### config.mk
export PLATFORM = sky130hd
export DESIGN_NAME = sw_debounce
export DESIGN_NICKNAME = d
export VERILOG_FILES = /design/src/rtl/sw_debounce_pkg.sv /design/src/rtl/debounce_ch.sv /design/src/rtl/sw_debounce.sv
export SDC_FILE = /design/constraint.sdc
export NUM_CORES = 1
export LEC_CHECK = 0
export BUFFER_PORTS_ARGS = -buffer_cell sky130_fd_sc_hd__buf_2
export CAP_MARGIN = 10
export CELL_PAD_IN_SITES_DETAIL_PLACEMENT = 1
export CELL_PAD_IN_SITES_GLOBAL_PLACEMENT = 1
export CORE_ASPECT_RATIO = 2
export CORE_MARGIN = 1.5
export CORE_UTILIZATION = 35
export CTS_CLUSTER_DIAMETER = 120
export DETAILED_ROUTE_END_ITERATION = 8
export GPL_ROUTABILITY_DRIVEN = 0
export GPL_TIMING_DRIVEN = 0
export HOLD_SLACK_MARGIN = 0.05
export PLACE_DENSITY_LB_ADDON = 0.1
export SLEW_MARGIN = 20
export SYNTH_ARGS = -nofsm -noshare
export SYNTH_HDL_FRONTEND = slang
export SYNTH_SLANG_ARGS = --single-unit
export TNS_END_PERCENT = 20
### constraint.sdc
create_clock -name CLK -period 2.2 [get_ports CLK]
set_input_delay 0.66 -clock CLK [delete_from_list [all_inputs] [get_ports CLK]]
set_output_delay 0.66 -clock CLK [all_outputs]
set_load 0.005 [all_outputs]
### src/rtl/sw_debounce_pkg.sv
// sw_debounce_pkg
// Shared constants, types and elaboration-time helpers for the switch /
// push-button debouncer (sw_debounce and its per-channel debounce_ch).
package sw_debounce_pkg;

  // Number of 1 ms ticks per second; the tick divider is CLK_HZ / MS_PER_S.
  localparam int MS_PER_S = 32'sd1000;

  // Decision taken by a channel in one cycle when it evaluates its input.
  typedef enum logic [1:0] {
    EDGE_NONE = 2'b00,
    EDGE_RISE = 2'b01,
    EDGE_FALL = 2'b10
  } edge_kind_e;

  // Clock cycles per 1 ms tick, never less than one cycle.
  function automatic int tick_div(input int clk_hz);
    int div;
    div = clk_hz / MS_PER_S;
    if (div < 32'sd1) begin
      return 32'sd1;
    end else begin
      return div;
    end
  endfunction

  // Width of the tick prescaler counter that spans 0..div-1 (at least 1 bit).
  function automatic int tick_width(input int div);
    int w;
    w = $clog2(div);
    if (w < 32'sd1) begin
      return 32'sd1;
    end else begin
      return w;
    end
  endfunction

  // Width of a channel's stability counter, $clog2(debounce_ms+1), at least 1 bit.
  function automatic int cnt_width(input int debounce_ms);
    int w;
    w = $clog2(debounce_ms + 32'sd1);
    if (w < 32'sd1) begin
      return 32'sd1;
    end else begin
      return w;
    end
  endfunction

endpackage

### src/rtl/debounce_ch.sv
// debounce_ch
// One input channel: optional inversion, 2-FF synchroniser, stability
// counter advanced by the shared 1 ms tick, debounced level and registered
// one-cycle rise/fall pulses. Synchronous active-low reset.
module debounce_ch
  import sw_debounce_pkg::*;
#(
  parameter int   DEBOUNCE_MS = 10,
  parameter logic INVERT      = 1'b0
) (
  input  logic clk,
  input  logic rst_n,
  input  logic tick,
  input  logic raw,
  output logic level,
  output logic rise,
  output logic fall
);

  localparam int CNT_W = cnt_width(DEBOUNCE_MS);
  // Last count value before a differing level is accepted.
  localparam logic [CNT_W-1:0] CNT_LAST = CNT_W'(DEBOUNCE_MS - 32'sd1);
  localparam logic [CNT_W-1:0] CNT_ZERO = {CNT_W{1'b0}};
  localparam logic [CNT_W-1:0] CNT_ONE  = CNT_W'(1'b1);

  logic             s0_r;
  logic             s1_r;
  logic [CNT_W-1:0] cnt_r;
  logic             level_r;
  logic             rise_r;
  logic             fall_r;

  logic [CNT_W-1:0] cnt_nxt_s;
  logic             level_nxt_s;
  edge_kind_e       edge_s;

  // Bring the asynchronous pin into the clock domain; only s1_r is used below.
  always_ff @(posedge clk) begin
    if (!rst_n) begin
      s0_r <= 1'b0;
      s1_r <= 1'b0;
    end else begin
      s0_r <= raw ^ INVERT;
      s1_r <= s0_r;
    end
  end

  // Decide the next count/level: any agreement restarts the count, and only a
  // tick can advance it or accept the new level.
  always_comb begin
    cnt_nxt_s   = cnt_r;
    level_nxt_s = level_r;
    edge_s      = EDGE_NONE;
    if (s1_r == level_r) begin
      cnt_nxt_s = CNT_ZERO;
    end else if (tick) begin
      // >= keeps an out-of-range count from stalling the channel.
      if (cnt_r >= CNT_LAST) begin
        cnt_nxt_s   = CNT_ZERO;
        level_nxt_s = s1_r;
        if (s1_r) begin
          edge_s = EDGE_RISE;
        end else begin
          edge_s = EDGE_FALL;
        end
      end else begin
        cnt_nxt_s = cnt_r + CNT_ONE;
      end
    end else begin
      cnt_nxt_s = cnt_r;
    end
  end

  // Register count and level; pulses share the edge that updates the level so
  // they are visible in the same cycle as the new level.
  always_ff @(posedge clk) begin
    if (!rst_n) begin
      cnt_r   <= CNT_ZERO;
      level_r <= 1'b0;
      rise_r  <= 1'b0;
      fall_r  <= 1'b0;
    end else begin
      cnt_r   <= cnt_nxt_s;
      level_r <= level_nxt_s;
      case (edge_s)
        EDGE_RISE: begin
          rise_r <= 1'b1;
          fall_r <= 1'b0;
        end
        EDGE_FALL: begin
          rise_r <= 1'b0;
          fall_r <= 1'b1;
        end
        default: begin
          rise_r <= 1'b0;
          fall_r <= 1'b0;
        end
      endcase
    end
  end

  assign level = level_r;
  assign rise  = rise_r;
  assign fall  = fall_r;

endmodule

### src/rtl/sw_debounce.sv
// sw_debounce
// Conditions raw slide-switch / push-button pins for the PIO input port:
// per-channel synchronise + debounce against a shared 1 ms tick, with clean
// levels, one-cycle rise/fall pulses and (optionally) sticky rise flags.
//
// Build option: define SW_DEBOUNCE_EDGE_CAPTURE_EN to enable the EDGE_CAP
// sticky rise flags cleared by CAP_CLR. Without it EDGE_CAP reads 0 and
// CAP_CLR is ignored.
module sw_debounce
  import sw_debounce_pkg::*;
#(
  parameter int               WIDTH       = 4,
  parameter int               CLK_HZ      = 50000000,
  parameter int               DEBOUNCE_MS = 10,
  parameter logic [WIDTH-1:0] INVERT      = {WIDTH{1'b0}}
) (
  input  logic             CLK,
  input  logic             RST_N,
  input  logic [WIDTH-1:0] IN_RAW,
  output logic [WIDTH-1:0] OUT_LEVEL,
  output logic [WIDTH-1:0] OUT_RISE,
  output logic [WIDTH-1:0] OUT_FALL,
  input  logic [WIDTH-1:0] CAP_CLR,
  output logic [WIDTH-1:0] EDGE_CAP
);

  localparam int TICK_DIV = tick_div(CLK_HZ);
  localparam int TICK_W   = tick_width(TICK_DIV);
  localparam logic [TICK_W-1:0] TICK_LAST = TICK_W'(TICK_DIV - 32'sd1);
  localparam logic [TICK_W-1:0] TICK_ZERO = {TICK_W{1'b0}};
  localparam logic [TICK_W-1:0] TICK_ONE  = TICK_W'(1'b1);

  logic [TICK_W-1:0] tick_cnt_r;
  logic              tick_s;

  logic [WIDTH-1:0]  level_s;
  logic [WIDTH-1:0]  rise_s;
  logic [WIDTH-1:0]  fall_s;

  // With TICK_DIV = 1 the counter sits at 0 == TICK_LAST, so tick is constant 1.
  assign tick_s = (tick_cnt_r == TICK_LAST);

  // Shared 1 ms prescaler: counts 0..TICK_DIV-1 and wraps.
  always_ff @(posedge CLK) begin
    if (!RST_N) begin
      tick_cnt_r <= TICK_ZERO;
    end else if (tick_s) begin
      tick_cnt_r <= TICK_ZERO;
    end else begin
      tick_cnt_r <= tick_cnt_r + TICK_ONE;
    end
  end

  // One independent debouncer per pin.
  for (genvar gi = 0; gi < WIDTH; gi++) begin : g_ch
    debounce_ch #(
      .DEBOUNCE_MS (DEBOUNCE_MS),
      .INVERT      (INVERT[gi])
    ) u_ch (
      .clk   (CLK),
      .rst_n (RST_N),
      .tick  (tick_s),
      .raw   (IN_RAW[gi]),
      .level (level_s[gi]),
      .rise  (rise_s[gi]),
      .fall  (fall_s[gi])
    );
  end

  assign OUT_LEVEL = level_s;
  assign OUT_RISE  = rise_s;
  assign OUT_FALL  = fall_s;

`ifdef SW_DEBOUNCE_EDGE_CAPTURE_EN
  logic [WIDTH-1:0] edge_cap_r;

  // Sticky rise flags; a rise in the same cycle as a clear wins so no press is lost.
  always_ff @(posedge CLK) begin
    if (!RST_N) begin
      edge_cap_r <= {WIDTH{1'b0}};
    end else begin
      edge_cap_r <= (edge_cap_r & ~CAP_CLR) | rise_s;
    end
  end

  assign EDGE_CAP = edge_cap_r;
`else
  // Feature disabled: the clear input has no function.
  logic cap_clr_unused_s;
  assign cap_clr_unused_s = ^CAP_CLR;
  assign EDGE_CAP         = {WIDTH{1'b0}};
`endif

endmodule

==> run summary <==
Required @ worst endpoint - 2410 ps
Max FO, Critical Path - 10
reg-to-reg endpoint - g_ch[2].u_ch.rise$_SDFF_PN0_
CP dominant cell by count - buf_6
Critical Path End Type - flip-flop
first-pass GRT wire length - 8890 um
grt total ovfl - 0
Data arrival, critical path - 2370 ps
Num CTS Buffers - 5
Clock Sinks - 52
Via density - 4.84
Syn Std Cell Area - 2310 um2
Placed Area - 2520 um2
Pleak - 1.08 nW
Final Cycle Share - 98.1%
synth unique cells - 27
CP Class - reg2reg
WHS Endpoint - g_ch[3].u_ch.s1_r$_SDFF_PN0_
r2r startpoint - tick_cnt_r[7]$_SDFF_PP0_
Post-route DRC - 0
root buffer cell - clkbuf_16
fin crit period - 2160 ps
wire per inst - 13.8 um
Worst Min Path Start - g_ch[3].u_ch.s0_r$_SDFF_PN0_
Starting DRT DRC Count - 46
Clock transition at path regs - 70 ps
achievable frequency - 0.464 GHz
die area - 7130 um2
crit-path cells - or4_4 > or4_1 > buf_4 > buf_6 > buf_6 > nor4_2
layout cells sized above 1 - 20.7%
total power - 1.81 mW
utilization after layout - 43.7%
post-route ant nets - 0
WP depth - 6
n_diodes - 0
Ys Warns - 0
NumNets Final - 312
number of cell instances on the worst register-to-register path - 6
DRT Wirelength - 5200 um
Core ar. - 6360 um2
Initial Util - 36.3%
Die H - 118 um
gr usage total - 16.4%
RSZ-0062 raised after global routing - yes
via count - 1818
CP startpoint kind - flip-flop
Pwr Density - 652 nW/um2
Reg2Reg Setup Slack - 40 ps
register bit count reported by yosys - 52
Crit path buffers/inverters - 3
number of global-route vias before repair - 1819
htree depth - 2
area grow syn2layout - 20.2%
hold path depth - 1
CTS tree - built
Worst-Margin Slew - 1120 ps
most common cell after layout, fill and taps aside - dfxtp_1
status - finished, final reports clean
sequential fraction of the synthesis area - 45.0%
initial antenna violation count - 0
IO Port Bufs - 17
latest clock arrival within the worst-skew pair - 300 ps
Setup violations, final - 0
skew final - 8.65 ps
Ports - 26
fin area - 2780 um2
Slew headroom - 24.5%
largest net degree at the start of global routing - 16
Crit path max-delay family - simple AND/OR/NAND/NOR gates
Slew Viols, Final - 0
Clock Path Buffers - 2
DRT Pass-1 Iters - 4
max_cap viols - 0
HPWL after DPL - 3820 um
Max IR drop VDD - 0.559 mV
# rows - 41
Crit-path slowest cell - or4_4
DIE WIDTH - 60.5 um
most frequent cells in the layout - dfxtp_1, nor2_1, buf_4, inv_1, buf_2
HP Class - reg2reg
Gate Count Post-Synth - 259
crit-path max cell delay - 550 ps
Mean Syn Cell Area - 8.93 um2
final hold violation count - 0
## how the worst max path moves through the flow
stage,startpoint,to,slack [ps]
floorplan,tick_cnt_r[7]$_SDFF_PP0_,g_ch[2].u_ch.fall$_SDFF_PN0_,170
global placement,tick_cnt_r[0]$_SDFF_PP0_,g_ch[2].u_ch.cnt_r[2]$_SDFFE_PP0N_,-510
detailed placement,tick_cnt_r[0]$_SDFF_PP0_,g_ch[0].u_ch.cnt_r[0]$_SDFFE_PP0N_,-500
CTS,tick_cnt_r[7]$_SDFF_PP0_,g_ch[2].u_ch.fall$_SDFF_PN0_,3
global route,g_ch[1].u_ch.cnt_r[1]$_SDFFE_PP0N_,g_ch[1].u_ch.level$_SDFFE_PN0P_,-80
finish,tick_cnt_r[7]$_SDFF_PP0_,g_ch[2].u_ch.rise$_SDFF_PN0_,40
## power breakdown
group	switching (mW)	internal, mW
Combinational	0.0258	0.0194
Sequential	0.00873	0.952
Clock	0.350	0.454
## synthesized netlist by cell type
library cell	instances	area [um2]
o21ai_0	8	40.0
or4_1	2	15.0
nand3_1	13	65.1
o31ai_1	4	30.0
conb_1	1	3.75
nand4_1	3	18.8
or3_1	4	25.0
clkbuf_1	3	11.3
nor4_2	1	12.5
a41oi_1	4	35.0
and2_1	8	50.1
nand2_1	16	60.1
dfxtp_1	52	1040
nand4b_1	5	43.8
a21oi_1	16	80.1
and3_1	1	6.26
buf_4	16	120
nor4_1	13	81.3
buf_2	2	10.0
xor2_1	5	43.8
buf_6	2	22.5
nor3_1	8	40.0
inv_1	20	75.1
nand4bb_1	1	11.3
xnor2_1	13	114
ha_1	13	163
nor2_1	25	93.8
## layout make-up
cell class | count | area [um2]
inverters | 20 | 75.1
fillers | 785 | 3580
plain buffers | 23 | 178
clock inverters | 1 | 7.51
flip-flops and latches | 52 | 1040
well taps | 86 | 108
multi-input cells | 167 | 1120
repair buffers | 20 | 108
clock buffers | 7 | 143
## metrics by stage
stage	hold WS, ps	setup slack, ps	cells	setup TNS [ps]
detailed placement	423	-500	365	-7600
global route	445	-84.4	376	-255
CTS	439	2.94	373	0
global placement	417	-507	365	-7570
floorplan	412	167	262	0
finish	435	42.8	376	0
## layer usage
layer	up-vias	track usage (%)	share of wire (%)
met5	-	0	0
met1	875	17.7	39
li1	921	-	-
met2	16	29.9	57
met4	0	6.52	2.1
met3	6	2.64	1.8
## registers in the layout, summed over array words and instances, names as in the netlist
signal	cells
g_ch.u_ch.s0_r	4
g_ch.u_ch.s1_r	4
g_ch.u_ch.cnt_r	16
tick_cnt_r	16
g_ch.u_ch.fall	4
g_ch.u_ch.level	4
g_ch.u_ch.rise	4
## logic make-up after synthesis
family,synth area share (%)
other,0.162
XOR/XNOR,6.82
adder cells (fa/ha/maj),7.03
AO/OA/AOI/OAI,8.01
buffers and inverters,10.3
flip-flops,45.0
AND/OR/NAND/NOR,22.6
## timing repair
| action | in CTS | in global routing |
|---|---|---|
| gates cloned | 0 | 0 |
| hold buffers | 0 | 0 |
| pin swaps | 0 | 1 |
| resized for setup | 11 | 11 |
| buffers inserted | 0 | 3 |
| setup endpoints to repair | 39 | 30 |
Note: power is estimated with default switching activity, not from simulation.
